[src/rtl/pe_gen_pkg.sv]
// pe_gen_pkg: shared definitions for the parametrised systolic processing element.
//
// Contents:
//   MAX_DATA_W / WIDE_W  - widest supported data word and the working width of
//                          the saturate/truncate helper
//   MODE_* / LAT_BASE    - result-mode and latency constants
//   sat_res_t            - value + overflow bit returned by sat_trunc
//   round_half_const()   - 2^(frac_w-1), the round-half-up bias
//   sat_trunc()          - clamp (saturate) or wrap (truncate) a wide signed
//                          value to 'width' bits, reporting whether it changed
package pe_gen_pkg;

    localparam int MAX_DATA_W = 32;
    localparam int WIDE_W     = 2 * MAX_DATA_W + 1;

    localparam bit MODE_SATURATE = 1'b1;
    localparam bit MODE_WRAP     = 1'b0;

    // Result latency without the optional product register.
    localparam int LAT_BASE = 1;

    typedef struct packed {
        logic signed [WIDE_W-1:0] result;
        logic                     ovf;
    } sat_res_t;

    function automatic longint round_half_const(input int frac_w);
        return longint'(1) <<< (frac_w - 1);
    endfunction

    // The returned result is always sign-extended from 'width' bits, so the
    // low 'width' bits are the encoded word and the rest are sign copies.
    function automatic sat_res_t sat_trunc(input logic signed [WIDE_W-1:0] value,
                                           input int                       width,
                                           input bit                       saturate);
        sat_res_t                 res;
        logic signed [WIDE_W-1:0] max_v;
        logic signed [WIDE_W-1:0] min_v;
        logic signed [WIDE_W-1:0] wrapped;
        max_v   = (WIDE_W'(1) << (width - 1)) - WIDE_W'(1);
        min_v   = ~max_v;
        wrapped = (value <<< (WIDE_W - width)) >>> (WIDE_W - width);
        res.result = value;
        res.ovf    = 1'b0;
        if (saturate) begin
            if (value > max_v) begin
                res.result = max_v;
                res.ovf    = 1'b1;
            end else if (value < min_v) begin
                res.result = min_v;
                res.ovf    = 1'b1;
            end
        end else begin
            res.result = wrapped;
            res.ovf    = (wrapped != value);
        end
        return res;
    endfunction

endpackage

[src/rtl/pe_gen_if.sv]
// pe_gen_if: signal bundle of one processing element.
//
// Stream semantics: valid-only, no backpressure. pe_valid_in qualifies the
// pe_input_in / pe_psum_in pair in the cycle it is high; pe_valid_out
// qualifies pe_psum_out the same way. The only stall is pe_enabled = 0,
// which freezes the whole PE (and forces pe_valid_out low).
//
// Modports:
//   master - the array / bench side driving the PE
//   slave  - the PE itself
interface pe_gen_if #(
    parameter int DATA_W = 16
) ();
    logic              pe_enabled;
    logic              pe_valid_in;
    logic              pe_accept_w_in;
    logic              pe_switch_in;
    logic              pe_bypass_in;
    logic              pe_clear_ovf_in;
    logic [DATA_W-1:0] pe_input_in;
    logic [DATA_W-1:0] pe_weight_in;
    logic [DATA_W-1:0] pe_psum_in;

    logic              pe_valid_out;
    logic              pe_switch_out;
    logic [DATA_W-1:0] pe_input_out;
    logic [DATA_W-1:0] pe_weight_out;
    logic [DATA_W-1:0] pe_psum_out;
    logic              pe_overflow_out;

    modport master (
        output pe_enabled, pe_valid_in, pe_accept_w_in, pe_switch_in,
               pe_bypass_in, pe_clear_ovf_in, pe_input_in, pe_weight_in, pe_psum_in,
        input  pe_valid_out, pe_switch_out, pe_input_out, pe_weight_out,
               pe_psum_out, pe_overflow_out
    );

    modport slave (
        input  pe_enabled, pe_valid_in, pe_accept_w_in, pe_switch_in,
               pe_bypass_in, pe_clear_ovf_in, pe_input_in, pe_weight_in, pe_psum_in,
        output pe_valid_out, pe_switch_out, pe_input_out, pe_weight_out,
               pe_psum_out, pe_overflow_out
    );
endinterface

[src/rtl/pe_gen_mac.sv]
// pe_gen_mac: multiply, round-half-up, optional product register, add and
// saturate/wrap for one processing element.
//
// Ports:
//   clk, rst      clock, asynchronous active-low reset
//   en            0 holds every register (valid_out is forced to 0)
//   valid_in      act_in / psum_in pair valid
//   bypass_in     pass psum_in through unmodified
//   act_in        activation
//   weight_in     active weight (the value before the current edge)
//   psum_in       partial sum from above
//   valid_out     result valid, 1 + MUL_PIPE cycles after valid_in
//   psum_out      result
//   ovf_set       high when the result captured on this edge was clamped or
//                 wrapped; consumed by the sticky flag in the parent
module pe_gen_mac
    import pe_gen_pkg::*;
#(
    parameter int DATA_W   = 16,
    parameter int FRAC_W   = 8,
    parameter int MUL_PIPE = 0,
    parameter int SATURATE = 1
) (
    input  logic              clk,
    input  logic              rst,
    input  logic              en,
    input  logic              valid_in,
    input  logic              bypass_in,
    input  logic [DATA_W-1:0] act_in,
    input  logic [DATA_W-1:0] weight_in,
    input  logic [DATA_W-1:0] psum_in,
    output logic              valid_out,
    output logic [DATA_W-1:0] psum_out,
    output logic              ovf_set
);
    localparam int PROD_W = 2 * DATA_W;
    localparam int SUM_W  = PROD_W + 1;
    localparam logic signed [PROD_W-1:0] RND = PROD_W'(round_half_const(FRAC_W));

    logic signed [PROD_W-1:0] prod;
    logic signed [PROD_W-1:0] rnd_val;

    // Operands of the final stage, either straight from the inputs or from
    // the product register.
    logic signed [PROD_W-1:0] st_r;
    logic        [DATA_W-1:0] st_psum;
    logic                     st_valid;
    logic                     st_bypass;

    logic signed [SUM_W-1:0]  sum;
    sat_res_t                 sat;
    logic        [DATA_W-1:0] sat_low;
    logic        [DATA_W-1:0] psum_next;

    assign prod    = PROD_W'($signed(act_in)) * PROD_W'($signed(weight_in));
    // The bias cannot overflow: |prod| <= 2^(PROD_W-2) leaves headroom.
    assign rnd_val = (prod + RND) >>> FRAC_W;

    generate
        if (MUL_PIPE != 0) begin : g_pipe
            logic signed [PROD_W-1:0] s1_r;
            logic        [DATA_W-1:0] s1_psum;
            logic                     s1_valid;
            logic                     s1_bypass;

            always_ff @(posedge clk or negedge rst) begin
                if (!rst) begin
                    s1_r      <= '0;
                    s1_psum   <= '0;
                    s1_valid  <= 1'b0;
                    s1_bypass <= 1'b0;
                end else if (en) begin
                    s1_r      <= rnd_val;
                    s1_psum   <= psum_in;
                    s1_valid  <= valid_in;
                    s1_bypass <= bypass_in;
                end
            end

            assign st_r      = s1_r;
            assign st_psum   = s1_psum;
            assign st_valid  = s1_valid;
            assign st_bypass = s1_bypass;
        end else begin : g_comb
            assign st_r      = rnd_val;
            assign st_psum   = psum_in;
            assign st_valid  = valid_in;
            assign st_bypass = bypass_in;
        end
    endgenerate

    assign sum     = SUM_W'(st_r) + SUM_W'($signed(st_psum));
    assign sat     = sat_trunc(WIDE_W'(sum), DATA_W, (SATURATE != 0) ? MODE_SATURATE : MODE_WRAP);
    assign sat_low = sat.result[DATA_W-1:0];

    always_comb begin
        psum_next = '0;
        if (st_valid) begin
            psum_next = st_bypass ? st_psum : sat_low;
        end
    end

    // The re-extension compare covers the full helper result; it only
    // disagrees if the upper bits are not sign copies of the encoded word.
    assign ovf_set = en & st_valid & ~st_bypass &
                     (sat.ovf | (sat.result != WIDE_W'($signed(sat_low))));

    always_ff @(posedge clk or negedge rst) begin
        if (!rst) begin
            valid_out <= 1'b0;
            psum_out  <= '0;
        end else if (en) begin
            valid_out <= st_valid;
            psum_out  <= psum_next;
        end else begin
            valid_out <= 1'b0;
        end
    end

endmodule

[src/rtl/pe_gen.sv]
// pe_gen: parametrised systolic processing element for the tiny-tpu array,
// signed fixed point Q(DATA_W-FRAC_W).FRAC_W.
//
// Ports:
//   clk   clock, all state on the rising edge
//   rst   asynchronous active-low reset
//   pe    pe_gen_if.slave bundle:
//         inputs  pe_enabled, pe_valid_in, pe_accept_w_in, pe_switch_in,
//                 pe_bypass_in, pe_clear_ovf_in, pe_input_in, pe_weight_in,
//                 pe_psum_in
//         outputs pe_valid_out, pe_switch_out, pe_input_out, pe_weight_out,
//                 pe_psum_out, pe_overflow_out
//
// Holds the double-buffered weights, the east/south forwarding registers and
// the sticky overflow flag; arithmetic lives in pe_gen_mac.
module pe_gen
    import pe_gen_pkg::*;
#(
    parameter int DATA_W   = 16,
    parameter int FRAC_W   = 8,
    parameter int MUL_PIPE = 0,
    parameter int SATURATE = 1
) (
    input  logic    clk,
    input  logic    rst,
    pe_gen_if.slave pe
);
    logic [DATA_W-1:0] weight_active;
    logic [DATA_W-1:0] weight_inactive;
    logic [DATA_W-1:0] weight_out_q;
    logic [DATA_W-1:0] input_out_q;
    logic              switch_out_q;
    logic              ovf_q;

    logic              mac_valid;
    logic [DATA_W-1:0] mac_psum;
    logic              mac_ovf_set;

    // The MAC is fed the active weight as it stands before the edge, so a
    // switch only takes effect on the following input.
    pe_gen_mac #(
        .DATA_W  (DATA_W),
        .FRAC_W  (FRAC_W),
        .MUL_PIPE(MUL_PIPE),
        .SATURATE(SATURATE)
    ) u_mac (
        .clk      (clk),
        .rst      (rst),
        .en       (pe.pe_enabled),
        .valid_in (pe.pe_valid_in),
        .bypass_in(pe.pe_bypass_in),
        .act_in   (pe.pe_input_in),
        .weight_in(weight_active),
        .psum_in  (pe.pe_psum_in),
        .valid_out(mac_valid),
        .psum_out (mac_psum),
        .ovf_set  (mac_ovf_set)
    );

    always_ff @(posedge clk or negedge rst) begin
        if (!rst) begin
            weight_active   <= '0;
            weight_inactive <= '0;
            weight_out_q    <= '0;
            input_out_q     <= '0;
            switch_out_q    <= 1'b0;
            ovf_q           <= 1'b0;
        end else if (pe.pe_enabled) begin
            // Switch reads the pre-edge inactive value, so a simultaneous
            // accept lands in inactive while active gets the old one.
            if (pe.pe_switch_in) begin
                weight_active <= weight_inactive;
            end
            if (pe.pe_accept_w_in) begin
                weight_inactive <= pe.pe_weight_in;
                weight_out_q    <= pe.pe_weight_in;
            end
            switch_out_q <= pe.pe_switch_in;
            input_out_q  <= pe.pe_input_in;
            // Set has priority over clear.
            if (mac_ovf_set) begin
                ovf_q <= 1'b1;
            end else if (pe.pe_clear_ovf_in) begin
                ovf_q <= 1'b0;
            end
        end
    end

    assign pe.pe_valid_out    = mac_valid;
    assign pe.pe_psum_out     = mac_psum;
    assign pe.pe_switch_out   = switch_out_q;
    assign pe.pe_input_out    = input_out_q;
    assign pe.pe_weight_out   = weight_out_q;
    assign pe.pe_overflow_out = ovf_q;

endmodule

[src/flat_wrapper.sv]
// flat-port wrapper written by rule: the top's interface ports become plain ports
module pe_gen_flat import pe_gen_pkg::*;
#(
    parameter int DATA_W   = 16,
    parameter int FRAC_W   = 8,
    parameter int MUL_PIPE = 0,
    parameter int SATURATE = 1
)
  (clk, rst, pe_pe_enabled, pe_pe_valid_in, pe_pe_accept_w_in, pe_pe_switch_in, pe_pe_bypass_in, pe_pe_clear_ovf_in, pe_pe_input_in, pe_pe_weight_in, pe_pe_psum_in, pe_pe_valid_out, pe_pe_switch_out, pe_pe_input_out, pe_pe_weight_out, pe_pe_psum_out, pe_pe_overflow_out);
  pe_gen_if #(.DATA_W(DATA_W)) pe_i ();
  input  logic clk;
  input  logic rst;
  input wire logic [$bits(pe_i.pe_enabled)-1:0] pe_pe_enabled;
  input wire logic [$bits(pe_i.pe_valid_in)-1:0] pe_pe_valid_in;
  input wire logic [$bits(pe_i.pe_accept_w_in)-1:0] pe_pe_accept_w_in;
  input wire logic [$bits(pe_i.pe_switch_in)-1:0] pe_pe_switch_in;
  input wire logic [$bits(pe_i.pe_bypass_in)-1:0] pe_pe_bypass_in;
  input wire logic [$bits(pe_i.pe_clear_ovf_in)-1:0] pe_pe_clear_ovf_in;
  input wire logic [$bits(pe_i.pe_input_in)-1:0] pe_pe_input_in;
  input wire logic [$bits(pe_i.pe_weight_in)-1:0] pe_pe_weight_in;
  input wire logic [$bits(pe_i.pe_psum_in)-1:0] pe_pe_psum_in;
  output wire logic [$bits(pe_i.pe_valid_out)-1:0] pe_pe_valid_out;
  output wire logic [$bits(pe_i.pe_switch_out)-1:0] pe_pe_switch_out;
  output wire logic [$bits(pe_i.pe_input_out)-1:0] pe_pe_input_out;
  output wire logic [$bits(pe_i.pe_weight_out)-1:0] pe_pe_weight_out;
  output wire logic [$bits(pe_i.pe_psum_out)-1:0] pe_pe_psum_out;
  output wire logic [$bits(pe_i.pe_overflow_out)-1:0] pe_pe_overflow_out;
  assign pe_i.pe_enabled = pe_pe_enabled;
  assign pe_i.pe_valid_in = pe_pe_valid_in;
  assign pe_i.pe_accept_w_in = pe_pe_accept_w_in;
  assign pe_i.pe_switch_in = pe_pe_switch_in;
  assign pe_i.pe_bypass_in = pe_pe_bypass_in;
  assign pe_i.pe_clear_ovf_in = pe_pe_clear_ovf_in;
  assign pe_i.pe_input_in = pe_pe_input_in;
  assign pe_i.pe_weight_in = pe_pe_weight_in;
  assign pe_i.pe_psum_in = pe_pe_psum_in;
  assign pe_pe_valid_out = pe_i.pe_valid_out;
  assign pe_pe_switch_out = pe_i.pe_switch_out;
  assign pe_pe_input_out = pe_i.pe_input_out;
  assign pe_pe_weight_out = pe_i.pe_weight_out;
  assign pe_pe_psum_out = pe_i.pe_psum_out;
  assign pe_pe_overflow_out = pe_i.pe_overflow_out;
  pe_gen #(.DATA_W(DATA_W), .FRAC_W(FRAC_W), .MUL_PIPE(MUL_PIPE), .SATURATE(SATURATE)) u_core (.clk(clk), .rst(rst), .pe(pe_i));
endmodule
[config.mk]
export PLATFORM = sky130hd
export DESIGN_NAME = pe_gen_flat
export DESIGN_NICKNAME = d
export VERILOG_FILES = /design/src/rtl/pe_gen_pkg.sv /design/src/rtl/pe_gen_if.sv /design/src/rtl/pe_gen_mac.sv /design/src/rtl/pe_gen.sv /design/src/flat_wrapper.sv
export SDC_FILE = /design/constraint.sdc
export NUM_CORES = 1
export LEC_CHECK = 0
export CAP_MARGIN = 20
export CELL_PAD_IN_SITES_DETAIL_PLACEMENT = 0
export CELL_PAD_IN_SITES_GLOBAL_PLACEMENT = 2
export CORE_MARGIN = 3
export CORE_UTILIZATION = 42
export CTS_CLUSTER_DIAMETER = 60
export CTS_CLUSTER_SIZE = 16
export DETAILED_ROUTE_END_ITERATION = 6
export GPL_ROUTABILITY_DRIVEN = 0
export GPL_TIMING_DRIVEN = 0
export HOLD_SLACK_MARGIN = 0.08
export PLACE_DENSITY = 0.88
export REMOVE_ABC_BUFFERS = 1
export SYNTH_ARGS = -nofsm -noshare
export SYNTH_HDL_FRONTEND = slang
export SYNTH_SLANG_ARGS = --single-unit
[constraint.sdc]
create_clock -name clk -period 17 [get_ports clk]
set_clock_uncertainty 0.1 [all_clocks]
set_input_delay 3.4 -clock clk [delete_from_list [all_inputs] [get_ports clk]]
set_output_delay 3.4 -clock clk [all_outputs]
set_load 0.005 [all_outputs]
==> run metrics <==
Post-CTS Setup Bufs=0; compound-cell area share of the yosys netlist=8.13%; HP Start=u_core.pe.pe_input_out[5]; Netlist cell types=69; Max Clk Rate=73.9 MHz; top-count cell post-synth=inv_1; first-pass GRT wire length=54100 um; clock buffer count from CTS=9; drt wl/cell=16.4 um; RSZ-0062 raised after global routing=no; TritonCTS clock tree=yes; clock slew at reported path FFs=0.06 ns; Final #Nets=1922; crit share post-route=79.6%; row count=65; WHS Path Cells=1; CP max stage delay=0.92 ns; Seq/Total Area, Yosys=12.2%; R2R depth=35; Post-synth EDFFs=0; Slew headroom=26.5%; CTS root buffer=clkbuf_16; DRT iter0 DRCs=333; DRC Markers=0; mux cell area share after synthesis=4.02%; htree depth=3; post-layout worst setup margin=3.47 ns; Die ar.=34800 um^2; P&R area growth vs syn=12.3%; synthesized area=13700 um^2; max-slew violations=0; synth top area cells=fa_1 38%, dfrtp_1 12%, ha_1 9.6%, inv_1 8.5%, and2_1 5.6%; post-CTS sizing=0; Synth Area in Adders=48.0%; initial antenna violation count=0; vias in the first global route=10471; Starting Density=43.0%; Detailed Routing Iterations Pass 1=5; total global-route track usage=19.1%; Final min period=13.53 ns; Die H=187 um; setup_tns=0 ns; IO Port Bufs=106; combinational family with the most area after synthesis=adder cells; Clock Sinks=67; Routed Antenna Nets=0; clk_lat worst skew=0.35 ns; worst r2r src=u_core.weight_active[1]; post-synthesis simple-gate area fraction=14.1%; largest net degree at the start of global routing=39; actual slew at the worst max-slew pin=1.10 ns; CP arrival=13.65 ns; Critical Path Slowest Stage Cell=clkdlybuf4s50_1; MaxCap Viol Count=0; Fin. Hold Viols=0; post-synthesis instance total=1428; vias per cell=5.04; main flop type after synthesis=dfrtp_1; Worst setup EP type=flip-flop; Hold Crit Endpoint=u_core.pe.pe_input_out[5]; die width=187 um; Syn. warnings=0; Mean Syn Cell Area=9.59 um^2; CTS Buffer Depth=2; FF-to-FF End=u_core.pe.pe_overflow_out; via count=9762; most used cell, CP=fa_1; Antenna Diode Count=0; Worst Setup Path Type=input port to flip-flop; Post-synth top cells=312 x inv_1, 263 x fa_1, 143 x nand2_1; WP data required=17.13 ns; Async SR Flop Fraction=100%; worst-path fanout max=18; internal reg-to-reg setup slack=6.82 ns; top cell type's share of synthesized area=38.4%; pre-CTS setup slack=3.15 ns; Overflow after GRT=0; largest area contributor in the netlist=fa_1; FF+latch count, synth=67; status=finished, final reports clean; startpoint types=input port; # IOs=107; dpl hpwl=25700 um; final wirelength=31900 um; layout cell share with drive strength beyond 1=6.12%; final setup vio count=0; core area=31900 um^2; CTS hold repair buffers=0; hold crit path type=flip-flop to flip-flop; final core utilization=48.3%; xor/xnor share of the synthesized area=3.13%
layout by cell type (no fill, tap or decap), types with 35 or more instances in the layout:
cell type,count
mux2_2,48
dfrtp_1,67
nand2_1,143
and2_1,123
clkdlybuf4s50_1,104
inv_1,312
fa_1,263
nor2_1,42
ha_1,105
xnor2_1,35
metrics by stage:
step / std cells / hold WS [ns] / cell area [um^2]
2_1_floorplan: 1380 / 0.382 / 13500
4_1_cts: 1938 / 0.402 / 15400
5_1_grt: 1938 / 0.429 / 15400
6_report: 1938 / 0.404 / 15400
3_5_place_dp: 1922 / 0.387 / 15100
3_3_place_gp: 1921 / 0.385 / 15100
state kept, by name (all words and copies together), names as in the netlist:
register	cells
u_core.weight_inactive	16
u_core.pe.pe_input_out	16
u_core.pe.pe_switch_out	1
u_core.weight_active	16
u_core.u_mac.psum_out	16
u_core.u_mac.valid_out	1
u_core.pe.pe_overflow_out	1
cells by family (layout without fill, tap and decap cells):
logic type	after synthesis	count (layout)
compound gates	155	155
buf+inv	360	435
simple gates	380	380
xor+xnor	49	49
flops	67	67
mux	49	49
fa+ha+maj	368	368
layer usage:
| metal | share of wire, % | vias to the layer above | global-route usage (%) |
|---|---|---|---|
| met4 | 2.1 | 0 | 5.09 |
| li1 | - | 4549 | - |
| met3 | 2.7 | 37 | 1.58 |
| met1 | 43 | 5029 | 24.8 |
| met2 | 52 | 147 | 34.5 |
| met5 | 0 | - | 0 |
worst max path at each step:
| stage | start | endpoint |
|---|---|---|
| after CTS | pe_pe_input_in[7] | u_core.pe.pe_overflow_out |
| after global placement | pe_pe_input_in[7] | u_core.pe.pe_overflow_out |
| after floorplan | pe_pe_input_in[8] | u_core.pe.pe_overflow_out |
| after global routing | pe_pe_input_in[7] | u_core.pe.pe_overflow_out |
| after detailed placement | pe_pe_input_in[7] | u_core.pe.pe_overflow_out |
| final | pe_pe_input_in[7] | u_core.pe.pe_overflow_out |
layout make-up:
cell class | instances | area [um^2]
fill | 3088 | 16500
tap | 435 | 544
clock inverter | 6 | 88.8
multi-input combinational | 1001 | 10600
inverter | 312 | 1170
sequential | 67 | 1680
timing repair buffer | 107 | 1070
clock buffer | 10 | 229
critical path: cells and delay by family:
| kind | cells | cell delay (ns) |
|---|---|---|
| buffers and inverters | 6 | 1.16 |
| AOI/OAI and AO/OA | 10 | 2.15 |
| and+or+nand+nor | 10 | 2.49 |
| adders and majority gates | 9 | 4.10 |
| xor gates and xnor gates | 2 | 0.35 |
Power is not shown: default switching activity piles up to over one toggle a cycle in this logic, so the estimate is an artifact.
